==> src/rtl/wb_uart_msg_sender.sv <==
// wb_uart_msg_sender: Wishbone master that programs a wbuart-compatible UART
// on the first button press, then sends a fixed message string on each later
// press. Bytes are paced either by a fixed gap or, with WB_MSG_TXPOLL_EN
// defined, by polling the UART TX-busy bit between bytes.
module wb_uart_msg_sender #(
    parameter int unsigned BAUD_DIV      = 434,
    parameter int unsigned MSG_LEN       = 10,
    parameter logic [8*MSG_LEN-1:0] MSG  = "\nRAHAB LUG",
    parameter int unsigned SETUP_WAIT    = 50000000,
    parameter int unsigned GAP_CYCLES    = 1500,
    parameter int unsigned REPEAT_CYCLES = 8250000,
    parameter int unsigned ACK_TIMEOUT   = 1023,
    parameter int unsigned TX_BUSY_BIT   = 12
) (
    input  logic        i_clk,
    input  logic        i_rst_n,
    input  logic        i_button,
    input  logic        i_repeat,
    input  logic        i_wb_ack,
    input  logic [31:0] i_wb_data,
    output logic        o_wb_cyc,
    output logic        o_wb_stb,
    output logic        o_wb_we,
    output logic [3:0]  o_wb_sel,
    output logic [1:0]  o_wb_addr,
    output logic [31:0] o_wb_data,
    output logic        o_busy,
    output logic        o_done,
    output logic        o_err
);

    // Last count value of each wait; a zero-length wait still takes one cycle.
    localparam int unsigned SW_LAST  = (SETUP_WAIT    > 0) ? SETUP_WAIT    - 1 : 0;
    localparam int unsigned GAP_LAST = (GAP_CYCLES    > 0) ? GAP_CYCLES    - 1 : 0;
    localparam int unsigned RPT_LAST = (REPEAT_CYCLES > 0) ? REPEAT_CYCLES - 1 : 0;
    localparam int unsigned ACK_LAST = (ACK_TIMEOUT   > 0) ? ACK_TIMEOUT   - 1 : 0;

    // One wait counter is shared by all the idle states; size it for the longest.
    localparam int unsigned WAIT_MAX0 = (SETUP_WAIT > GAP_CYCLES) ? SETUP_WAIT : GAP_CYCLES;
    localparam int unsigned WAIT_MAX  = (WAIT_MAX0 > REPEAT_CYCLES) ? WAIT_MAX0 : REPEAT_CYCLES;
    localparam int unsigned WAIT_W    = (WAIT_MAX > 0) ? $clog2(WAIT_MAX + 1) : 1;
    localparam int unsigned ACK_W     = (ACK_TIMEOUT > 0) ? $clog2(ACK_TIMEOUT + 1) : 1;
    localparam int unsigned IDX_W     = $clog2(MSG_LEN + 1);

    typedef enum logic [2:0] {
        S_IDLE,
        S_SETUP,
        S_SETUP_WAIT,
        S_LOAD,
        S_WRITE,
`ifdef WB_MSG_TXPOLL_EN
        S_POLL,
`else
        S_GAP,
`endif
        S_REPEAT_WAIT
    } state_t;

    state_t             state, state_n;
    logic [IDX_W-1:0]   idx, idx_n;
    logic [WAIT_W-1:0]  wait_cnt, wait_n;
    logic [ACK_W-1:0]   ack_cnt, ack_n;
    logic               bus, bus_n;
    logic               we, we_n;
    logic [1:0]         addr, addr_n;
    logic [31:0]        data, data_n;
    logic               err, err_n;
    logic               setup_done, setup_n;
    logic               done;

    logic               btn_meta, btn_s, btn_d;
    logic               press;
    logic [7:0]         msg_byte;
    logic               unused_rd;

    // Read data is only consulted in the polling build.
    assign unused_rd = &{1'b0, i_wb_data, 32'(TX_BUSY_BIT)};

    assign press    = btn_d & ~btn_s;
    assign msg_byte = MSG[{idx, 3'b000} +: 8];

    assign o_wb_cyc  = bus;
    assign o_wb_stb  = bus;
    assign o_wb_we   = we;
    assign o_wb_sel  = bus ? 4'hF : 4'h0;
    assign o_wb_addr = addr;
    assign o_wb_data = data;
    assign o_busy    = (state != S_IDLE);
    assign o_done    = done;
    assign o_err     = err;

    // Button synchroniser plus one delayed copy for falling-edge detection.
    always_ff @(posedge i_clk or negedge i_rst_n) begin
        if (!i_rst_n) begin
            btn_meta <= 1'b1;
            btn_s    <= 1'b1;
            btn_d    <= 1'b1;
        end else begin
            btn_meta <= i_button;
            btn_s    <= btn_meta;
            btn_d    <= btn_s;
        end
    end

    // State and bus registers; reset drops the bus immediately.
    always_ff @(posedge i_clk or negedge i_rst_n) begin
        if (!i_rst_n) begin
            state      <= S_IDLE;
            idx        <= '0;
            wait_cnt   <= '0;
            ack_cnt    <= '0;
            bus        <= 1'b0;
            we         <= 1'b0;
            addr       <= 2'b00;
            data       <= 32'h0;
            err        <= 1'b0;
            setup_done <= 1'b0;
        end else begin
            state      <= state_n;
            idx        <= idx_n;
            wait_cnt   <= wait_n;
            ack_cnt    <= ack_n;
            bus        <= bus_n;
            we         <= we_n;
            addr       <= addr_n;
            data       <= data_n;
            err        <= err_n;
            setup_done <= setup_n;
        end
    end

    // Next-state logic: sequencing of setup, byte writes, pacing and repeat.
    always_comb begin
        state_n = state;
        idx_n   = idx;
        wait_n  = wait_cnt;
        ack_n   = ack_cnt;
        bus_n   = bus;
        we_n    = we;
        addr_n  = addr;
        data_n  = data;
        err_n   = err;
        setup_n = setup_done;
        done    = 1'b0;
        case (state)
            S_IDLE: begin
                if (press) begin
                    err_n = 1'b0;
                    if (!setup_done) begin
                        state_n = S_SETUP;
                        bus_n   = 1'b1;
                        we_n    = 1'b1;
                        addr_n  = 2'b00;
                        data_n  = 32'(BAUD_DIV);
                        ack_n   = '0;
                    end else begin
                        state_n = S_LOAD;
                        idx_n   = '0;
                    end
                end
            end
            S_SETUP, S_WRITE: begin
                if (i_wb_ack) begin
                    bus_n  = 1'b0;
                    we_n   = 1'b0;
                    wait_n = '0;
                    if (state == S_SETUP) begin
                        setup_n = 1'b1;
                        state_n = S_SETUP_WAIT;
                    end else begin
                        idx_n   = idx + 1'b1;
`ifdef WB_MSG_TXPOLL_EN
                        state_n = S_POLL;
`else
                        state_n = S_GAP;
`endif
                    end
                end else if (ack_cnt == ACK_W'(ACK_LAST)) begin
                    bus_n   = 1'b0;
                    we_n    = 1'b0;
                    err_n   = 1'b1;
                    state_n = S_IDLE;
                end else begin
                    ack_n = ack_cnt + 1'b1;
                end
            end
            S_SETUP_WAIT: begin
                if (wait_cnt == WAIT_W'(SW_LAST))
                    state_n = S_IDLE;
                else
                    wait_n = wait_cnt + 1'b1;
            end
            S_LOAD: begin
                bus_n   = 1'b1;
                we_n    = 1'b1;
                addr_n  = 2'b11;
                data_n  = {24'h0, msg_byte};
                ack_n   = '0;
                state_n = S_WRITE;
            end
`ifdef WB_MSG_TXPOLL_EN
            S_POLL: begin
                // Issue TX-register reads until the transmitter reports idle.
                if (!bus) begin
                    bus_n  = 1'b1;
                    we_n   = 1'b0;
                    addr_n = 2'b11;
                    ack_n  = '0;
                end else if (i_wb_ack) begin
                    bus_n = 1'b0;
                    if (!i_wb_data[TX_BUSY_BIT]) begin
                        if (idx == IDX_W'(MSG_LEN)) begin
                            done   = 1'b1;
                            wait_n = '0;
                            state_n = i_repeat ? S_REPEAT_WAIT : S_IDLE;
                        end else begin
                            state_n = S_LOAD;
                        end
                    end
                end else if (ack_cnt == ACK_W'(ACK_LAST)) begin
                    bus_n   = 1'b0;
                    err_n   = 1'b1;
                    state_n = S_IDLE;
                end else begin
                    ack_n = ack_cnt + 1'b1;
                end
            end
`else
            S_GAP: begin
                if (wait_cnt == WAIT_W'(GAP_LAST)) begin
                    if (idx == IDX_W'(MSG_LEN)) begin
                        done    = 1'b1;
                        wait_n  = '0;
                        state_n = i_repeat ? S_REPEAT_WAIT : S_IDLE;
                    end else begin
                        state_n = S_LOAD;
                    end
                end else begin
                    wait_n = wait_cnt + 1'b1;
                end
            end
`endif
            S_REPEAT_WAIT: begin
                // A still-held button at the end of the wait counts as a press.
                if (wait_cnt == WAIT_W'(RPT_LAST)) begin
                    if (!btn_s) begin
                        err_n   = 1'b0;
                        idx_n   = '0;
                        state_n = S_LOAD;
                    end else begin
                        state_n = S_IDLE;
                    end
                end else begin
                    wait_n = wait_cnt + 1'b1;
                end
            end
            default: state_n = S_IDLE;
        endcase
    end

endmodule

==> config.mk <==
export PLATFORM = sky130hd
export DESIGN_NAME = wb_uart_msg_sender
export DESIGN_NICKNAME = d
export VERILOG_FILES = /design/src/rtl/wb_uart_msg_sender.sv
export SDC_FILE = /design/constraint.sdc
export NUM_CORES = 1
export LEC_CHECK = 0
export BUFFER_PORTS_ARGS = -buffer_cell sky130_fd_sc_hd__buf_2
export CAP_MARGIN = 20
export CORE_MARGIN = 3
export CORE_UTILIZATION = 55
export DETAILED_ROUTE_END_ITERATION = 10
export GPL_TIMING_DRIVEN = 0
export PLACE_DENSITY = 0.81
export REMOVE_ABC_BUFFERS = 1
export SLEW_MARGIN = 15
export SYNTH_ARGS = -nofsm -noshare
export SYNTH_HDL_FRONTEND = slang
export SYNTH_SLANG_ARGS = --single-unit
==> constraint.sdc <==
create_clock -name i_clk -period 2.6 [get_ports i_clk]
set_clock_uncertainty 0.05 [all_clocks]
set_input_delay 0.26 -clock i_clk [delete_from_list [all_inputs] [get_ports i_clk]]
set_output_delay 0.26 -clock i_clk [all_outputs]
set_load 0.01 [all_outputs]
==> results of run 1 <==
[metal layers]
layer / vias up / GRT usage (%) / routed length (µm)
met5: - / 0 / 0
met4: 0 / 7.67 / 113
met3: 15 / 5.20 / 608
met2: 148 / 34.7 / 3880
met1: 1488 / 28.6 / 3380
li1: 1500 / - / -
[repair_timing]
item                                    CTS  global route
buffers inserted                          2             0
endpoints found under the setup margin    4            30
pin swaps                                 1             2
hold endpoints to repair                 56             0
hold buffers                              2             0
gates resized for setup                   3            12
[cell type report]
type	count	area [µm²]	area share [%]
Clock buffer	10	138	3.50
Inverter	13	48.8	1.24
Timing Repair Buffer	29	163	4.13
Tap cell	77	96.3	2.45
Multi-Input combinational cell	324	1990	50.5
Clock inverter	6	41.3	1.05
Sequential cell	58	1460	37.1
[power groups by stage]
stage | clock network (µW) | registers (µW) | logic (µW)
6_report | 758 | 1220 | 1290
5_1_grt | 810 | 1250 | 1440
4_1_cts | 776 | 1210 | 1260
2_1_floorplan | 0 | 1250 | 802
3_3_place_gp | 0 | 1210 | 1180
3_5_place_dp | 0 | 1220 | 1220
[how the worst max path moves through the flow]
stage                                 start                  endpoint  cells after the start
floorplan           wait_cnt[0]$_DFFE_PN0P_   wait_cnt[3]$_DFFE_PN0P_                      7
global placement       state[2]$_DFFE_PN0P_   wait_cnt[4]$_DFFE_PN0P_                      5
detailed placement     state[2]$_DFFE_PN0P_   wait_cnt[4]$_DFFE_PN0P_                      5
CTS                 wait_cnt[0]$_DFFE_PN0P_  wait_cnt[10]$_DFFE_PN0P_                      7
global route        wait_cnt[8]$_DFFE_PN0P_  wait_cnt[10]$_DFFE_PN0P_                      6
finish              wait_cnt[8]$_DFFE_PN0P_   wait_cnt[3]$_DFFE_PN0P_                      8
[flip-flops by register name, summed over array words and instances, names as in the netlist]
name        cells
ack_cnt        10
btn_d           1
btn_meta        1
btn_s           1
idx             4
o_err           1
o_wb_addr       1
o_wb_data       8
o_wb_we         1
setup_done      1
state           3
wait_cnt       26
[kinds of logic (layout without fill, tap and decap cells)]
group | Yosys count | count (layout) | share of synthesized area, %
compound gates | 86 | 86 | 15.1
xor+xnor | 13 | 13 | 3.12
fa+ha+maj | 10 | 10 | 3.43
buf+inv | 58 | 58 | 9.45
flops | 58 | 58 | 39.8
mux | 8 | 8 | 2.19
other cells | 1 | 23 | 0.103
simple gates | 184 | 184 | 26.8
[tightest hold or removal path, delay by kind of cell]
family | cells | cell delay, ns
multiplexers | 1 | 0.14
buffers and inverters | 1 | 0.09
AO/OA/AOI/OAI | 1 | 0.07
[per-stage QoR]
step / hold slack [ns] / cell area (µm²) / cells
6_report: 0.223 / 3930 / 517
5_1_grt: 0.260 / 3930 / 517
2_1_floorplan: -0.0856 / 3440 / 395
3_3_place_gp: 0.297 / 3660 / 497
4_1_cts: 0.204 / 3880 / 517
3_5_place_dp: 0.300 / 3660 / 497
[synth_stat cells (9+ instances only)]
master	count	area, µm²
dfrtp_1	55	1380
nand4_1	14	87.6
xnor2_1	11	96.3
a21oi_1	19	95.1
nand3_1	23	115
nor4_1	11	68.8
nor3_1	13	65.1
nand2_1	43	161
buf_4	31	233
clkbuf_1	9	33.8
inv_1	12	45.0
nand2b_1	9	56.3
o21ai_0	27	135
ha_1	10	125
nor2_1	35	131
==> results.yml, run 1 <==
status:
  status: "completed"
die:
  dieArea_mm2: 0.00765
  die_x_um: 87.5
  rows: 29
  initial_utilization_pct: 57.2
  io_pins: 81
  die_y_um: 87.5
  core_area_mm2: 0.00639
synth:
  syn-instance-count: 418
  ys_seq_area_share_pct: 39.8
  ys.flop_type: "dfrtp_1"
  syn_avg_cell_area_um2: 8.74
  synth_edf_count: 0
  synth_warnings: 0
  synthArstFlopShare_pct: 100
  synth-seq-cells: 58
  ys_types: 59
  synthesis.area_mm2: 0.00365
critical_path:
  cp-end-kind: "register"
  startpoint_type: "register"
  cp_slowest_stage_delay_ns: 0.51
  cp.buffers_inverters: 2
  worst-setup-path-type: "register to register"
  r2r_setup_slack_ns: 0.08
  crit_slowest_cell: "or4b_1"
  cp_data_required_time_ns: 2.83
  worstRegToRegCells: 8
  r2r-end: "wait_cnt[3]$_DFFE_PN0P_"
  crit_top_cell: "buf_4"
  r2r_start: "wait_cnt[8]$_DFFE_PN0P_"
  crit_path_max_fanout: 7
  cp.arrival_ns: 2.75
  critical_path.top_delay_family: "simple AND/OR/NAND/NOR gates"
  crit_chain: "or4b_1, or4_1, or3_1, nand4_1, buf_4, buf_4, a21o_1, a22o_1"
global_route:
  antenna_found_initial: 0
  first_global_vias: 2774
  grt_pass1_wl_mm: 13.1
  grt_overflow_total: 0
  grt_max_degree: 59
  grt_use_total_pct: 21.7
sta:
  finalSetupViolCount: 0
  fin_crit_sh_pct: 96.9
  finalHoldViolations: 0
  fmaxAchievable_ghz: 0.397
  relSlewSlack_pct: 38.7
  tightest_slew_ns: 0.920
  final-max-slew-violation-count: 0
  setup_ws_ns: 0.0814
  post-route-min-period_ns: 2.52
  tns_ns: 0
route:
  vias: 3151
  via_per_inst: 6.09
  wl_per_cell_um: 15.4
  drtPass1Iterations: 5
  drc: 0
  drt_iter0_markers: 192
  ant_nets: 0
  routed_wl_mm: 7.98
worst_hold_path:
  worstHoldStart: "i_repeat"
  worstHoldPathCells: 3
  worstHoldPathType: "input port to register"
  min_to: "state[2]$_DFFE_PN0P_"
cells_and_area:
  n_antenna_cell: 0
  fin_nets: 482
  fin_util_pct: 61.6
  final_common_cell: "dfrtp_1"
  fillCellCount: 563
  areaGrowthSynthToFinish_pct: 7.71
  mostFrequentLayoutCells: "dfrtp_1 (51), nand2_1 (43), nor2_1 (35), o21ai_0 (26), buf_2 (24)"
  drive_gt1_share_pct: 15.2
cts:
  cts_sinks: 58
  tritoncts: "yes"
  ctsHtreeMaxLevel: 3
  clk_latency_ns: 0.34
  cts-root-buf: "clkbuf_8"
  path_clk_slew_ns: 0.07
  cts_made_buffers: 9
  clock_path_buffers: 2
placed_design:
  port_buffers: 25
  dp_hpwl_mm: 5.58
  gp_congestion: 0.929
  place_ws_ns: -0.0569
power:
  clkPwrFrac_pct: 23.2
  p_comb_share_pct: 39.4
  p_leak_uw: 0.00164
  p_sw_share_pct: 43.0
  total_power_uw: 3270
  seq_power_share_pct: 37.4
  ir_worst_vdd_uv: 700
  internal_power_uw: 1860
  p_sw_uw: 1400
  powerDensity_mw_per_mm2: 830
job:
  cap_violations: 0
Power figures use the tool's default switching activity.
==> run 2: changes to the inputs <==
--- a/config.mk
+++ b/config.mk
@@ -7,11 +7,14 @@
 export LEC_CHECK = 0
 export BUFFER_PORTS_ARGS = -buffer_cell sky130_fd_sc_hd__buf_2
 export CAP_MARGIN = 20
+export CELL_PAD_IN_SITES_DETAIL_PLACEMENT = 1
+export CELL_PAD_IN_SITES_GLOBAL_PLACEMENT = 1
+export CORE_ASPECT_RATIO = 1.5
 export CORE_MARGIN = 3
-export CORE_UTILIZATION = 55
+export CORE_UTILIZATION = 41
 export DETAILED_ROUTE_END_ITERATION = 10
 export GPL_TIMING_DRIVEN = 0
-export PLACE_DENSITY = 0.81
+export PLACE_DENSITY = 0.85
 export REMOVE_ABC_BUFFERS = 1
 export SLEW_MARGIN = 15
 export SYNTH_ARGS = -nofsm -noshare
==> run 2 against run 1 <==
Effect of this change:
- sequential share of layout area fell by 1.7 points
- critical path type unchanged
- maximum frequency increased by 1.1%
- critical endpoint is now wait_cnt[10]$_DFFE_PN0P_
- non-clock buffer count grew 3
- critical path depth shrank 1
- design area is 4.6% higher
==> results.yml, run 2 (same netlist as run 1, synthesis figures left out) <==
status:
  status: "completed"
route:
  drtPass1Iterations: 5
  vias: 3252
  drc: 0
  ant_nets: 0
  wl_per_cell_um: 17.9
  routed_wl_mm: 9.84
  drt_iter0_markers: 118
  via_per_inst: 5.91
cells_and_area:
  fin_nets: 485
  top_register: "wait_cnt"
  areaGrowthSynthToFinish_pct: 12.7
  fillCellCount: 996
  multi_input_area_mm2: 0.00200
  fin_util_pct: 48.0
  final_cells: 550
  drive_gt1_share_pct: 16.3
  mostFrequentLayoutCells: "dfrtp_1 (52), nand2_1 (43), nor2_1 (35), o21ai_0 (26), buf_2 (24)"
  n_antenna_cell: 0
  final_common_cell: "dfrtp_1"
  largest_register_ffs: 26
  seq_area_mm2: 0.00146
die:
  initial_utilization_pct: 42.6
  die_y_um: 122
  dieArea_mm2: 0.0101
  rows: 41
  core_area_mm2: 0.00857
  io_pins: 81
  die_x_um: 83.1
sta:
  final-max-slew-violation-count: 0
  finalSetupViolCount: 0
  finalHoldViolations: 0
  fin_crit_sh_pct: 95.8
  whs_ns: 0.238
  tightest_slew_ns: 0.735
  relSlewSlack_pct: 51.0
  tns_ns: 0
  fmaxAchievable_ghz: 0.402
  post-route-min-period_ns: 2.49
critical_path:
  startpoint_type: "register"
  crit_path_max_fanout: 13
  cp_slowest_stage_delay_ns: 0.53
  worst-setup-path-type: "register to register"
  crit_chain: "ha_2, nand3_1, or4_4, or4_4, and4_4, nand4_1, mux2i_1"
  crit_slowest_cell: "or4_4"
  cp.arrival_ns: 2.70
  worstSetupStartpoint: "wait_cnt[1]$_DFFE_PN0P_"
  cp-end-kind: "register"
  r2r_start: "wait_cnt[1]$_DFFE_PN0P_"
  cp_data_required_time_ns: 2.81
  crit_top_cell: "or4_4"
global_route:
  grtUsageMet3_pct: 3.99
  first_global_vias: 3337
  grtUsageMet1_pct: 19.5
  grt_most_used_layer: "met2"
  grt_max_degree: 59
  grt_pass1_wl_mm: 16.0
  grt_use_total_pct: 19.9
  grtUsageMet2_pct: 37.9
  antenna_found_initial: 0
  grt_overflow_total: 0
placed_design:
  place_inst: 527
  dp_hpwl_mm: 7.00
  port_buffers: 25
  gp_congestion: 0.935
cts:
  path_clk_slew_ns: 0.05
  clock_path_buffers: 2
  cts-root-buf: "clkbuf_16"
  ctsHtreeMaxLevel: 3
  clk_latency_ns: 0.34
  cts_made_buffers: 9
  tritoncts: "yes"
  cts_sinks: 58
power:
  total_power_uw: 3760
  p_leak_uw: 0.00171
  powerDensity_mw_per_mm2: 914
  ir_worst_vdd_uv: 512
worst_hold_path:
  worstHoldPathType: "input port to register"
  worstHoldStart: "i_repeat"
job:
  cap_violations: 0
## run 2: cell types whose count changed in the layout (fill, tap and decap cells not counted), sizes merged
cell,change
clkinvlp,-1
bufinv,+1
inv,-1
clkinv,+1
buf,+3
## run 2: where the power goes
group	leakage, µW	switching [µW]	total, µW	internal (µW)
Sequential	0.000761	201	1230	1030
Clock	0.000142	414	1150	733
Combinational	0.000811	885	1380	495
## run 2: final timing paths
check	slack [ns]	cells after the start	endpoint
setup reg to reg	0.11	7	wait_cnt[10]$_DFFE_PN0P_
max in group asynchronous	1.49	2	state[2]$_DFFE_PN0P_
setup / recovery	0.11	7	wait_cnt[10]$_DFFE_PN0P_
min in group asynchronous	0.48	2	ack_cnt[7]$_DFFE_PN0P_
hold / removal	0.24	3	state[2]$_DFFE_PN0P_
hold reg to reg	0.30	0	btn_s$_DFF_PN1_
## run 2: per-stage QoR
stage	worst slack (ns)	area, µm²
after floorplan	0.263	3440
after global placement	-0.0826	3700
after detailed placement	-0.214	3700
after CTS	-0.0176	4040
after global routing	-0.0151	4120
final	0.110	4120
## run 2: area by class of cell
cell class,count,share of cell area (%)
repair buffers,32,4.50
flip-flops and latches,58,35.5
well taps,107,3.25
inverters,13,1.28
multi-input cells,324,48.6
clock buffers,10,5.56
clock inverters,6,1.40
## run 2: routing by layer
layer	wire length [µm]	share of wire [%]
met5	0	0
met4	386	3.9
met3	365	3.7
met2	5460	56
met1	3620	37
## run 2: critical path: cells and delay by family (launching register included)
kind                     cells  cell delay [ns]
flip-flops                   1             0.40
adder cells (fa/ha/maj)      1             0.26
multiplexers                 1             0.18
AND/OR/NAND/NOR              5             1.53
## run 2: timing repair
action,CTS,global route
endpoints found under the hold margin,56,0
setup buffers,2,3
endpoints found under the setup margin,8,27
gates resized for setup,6,12
pin swaps,1,3
hold buffers,2,0
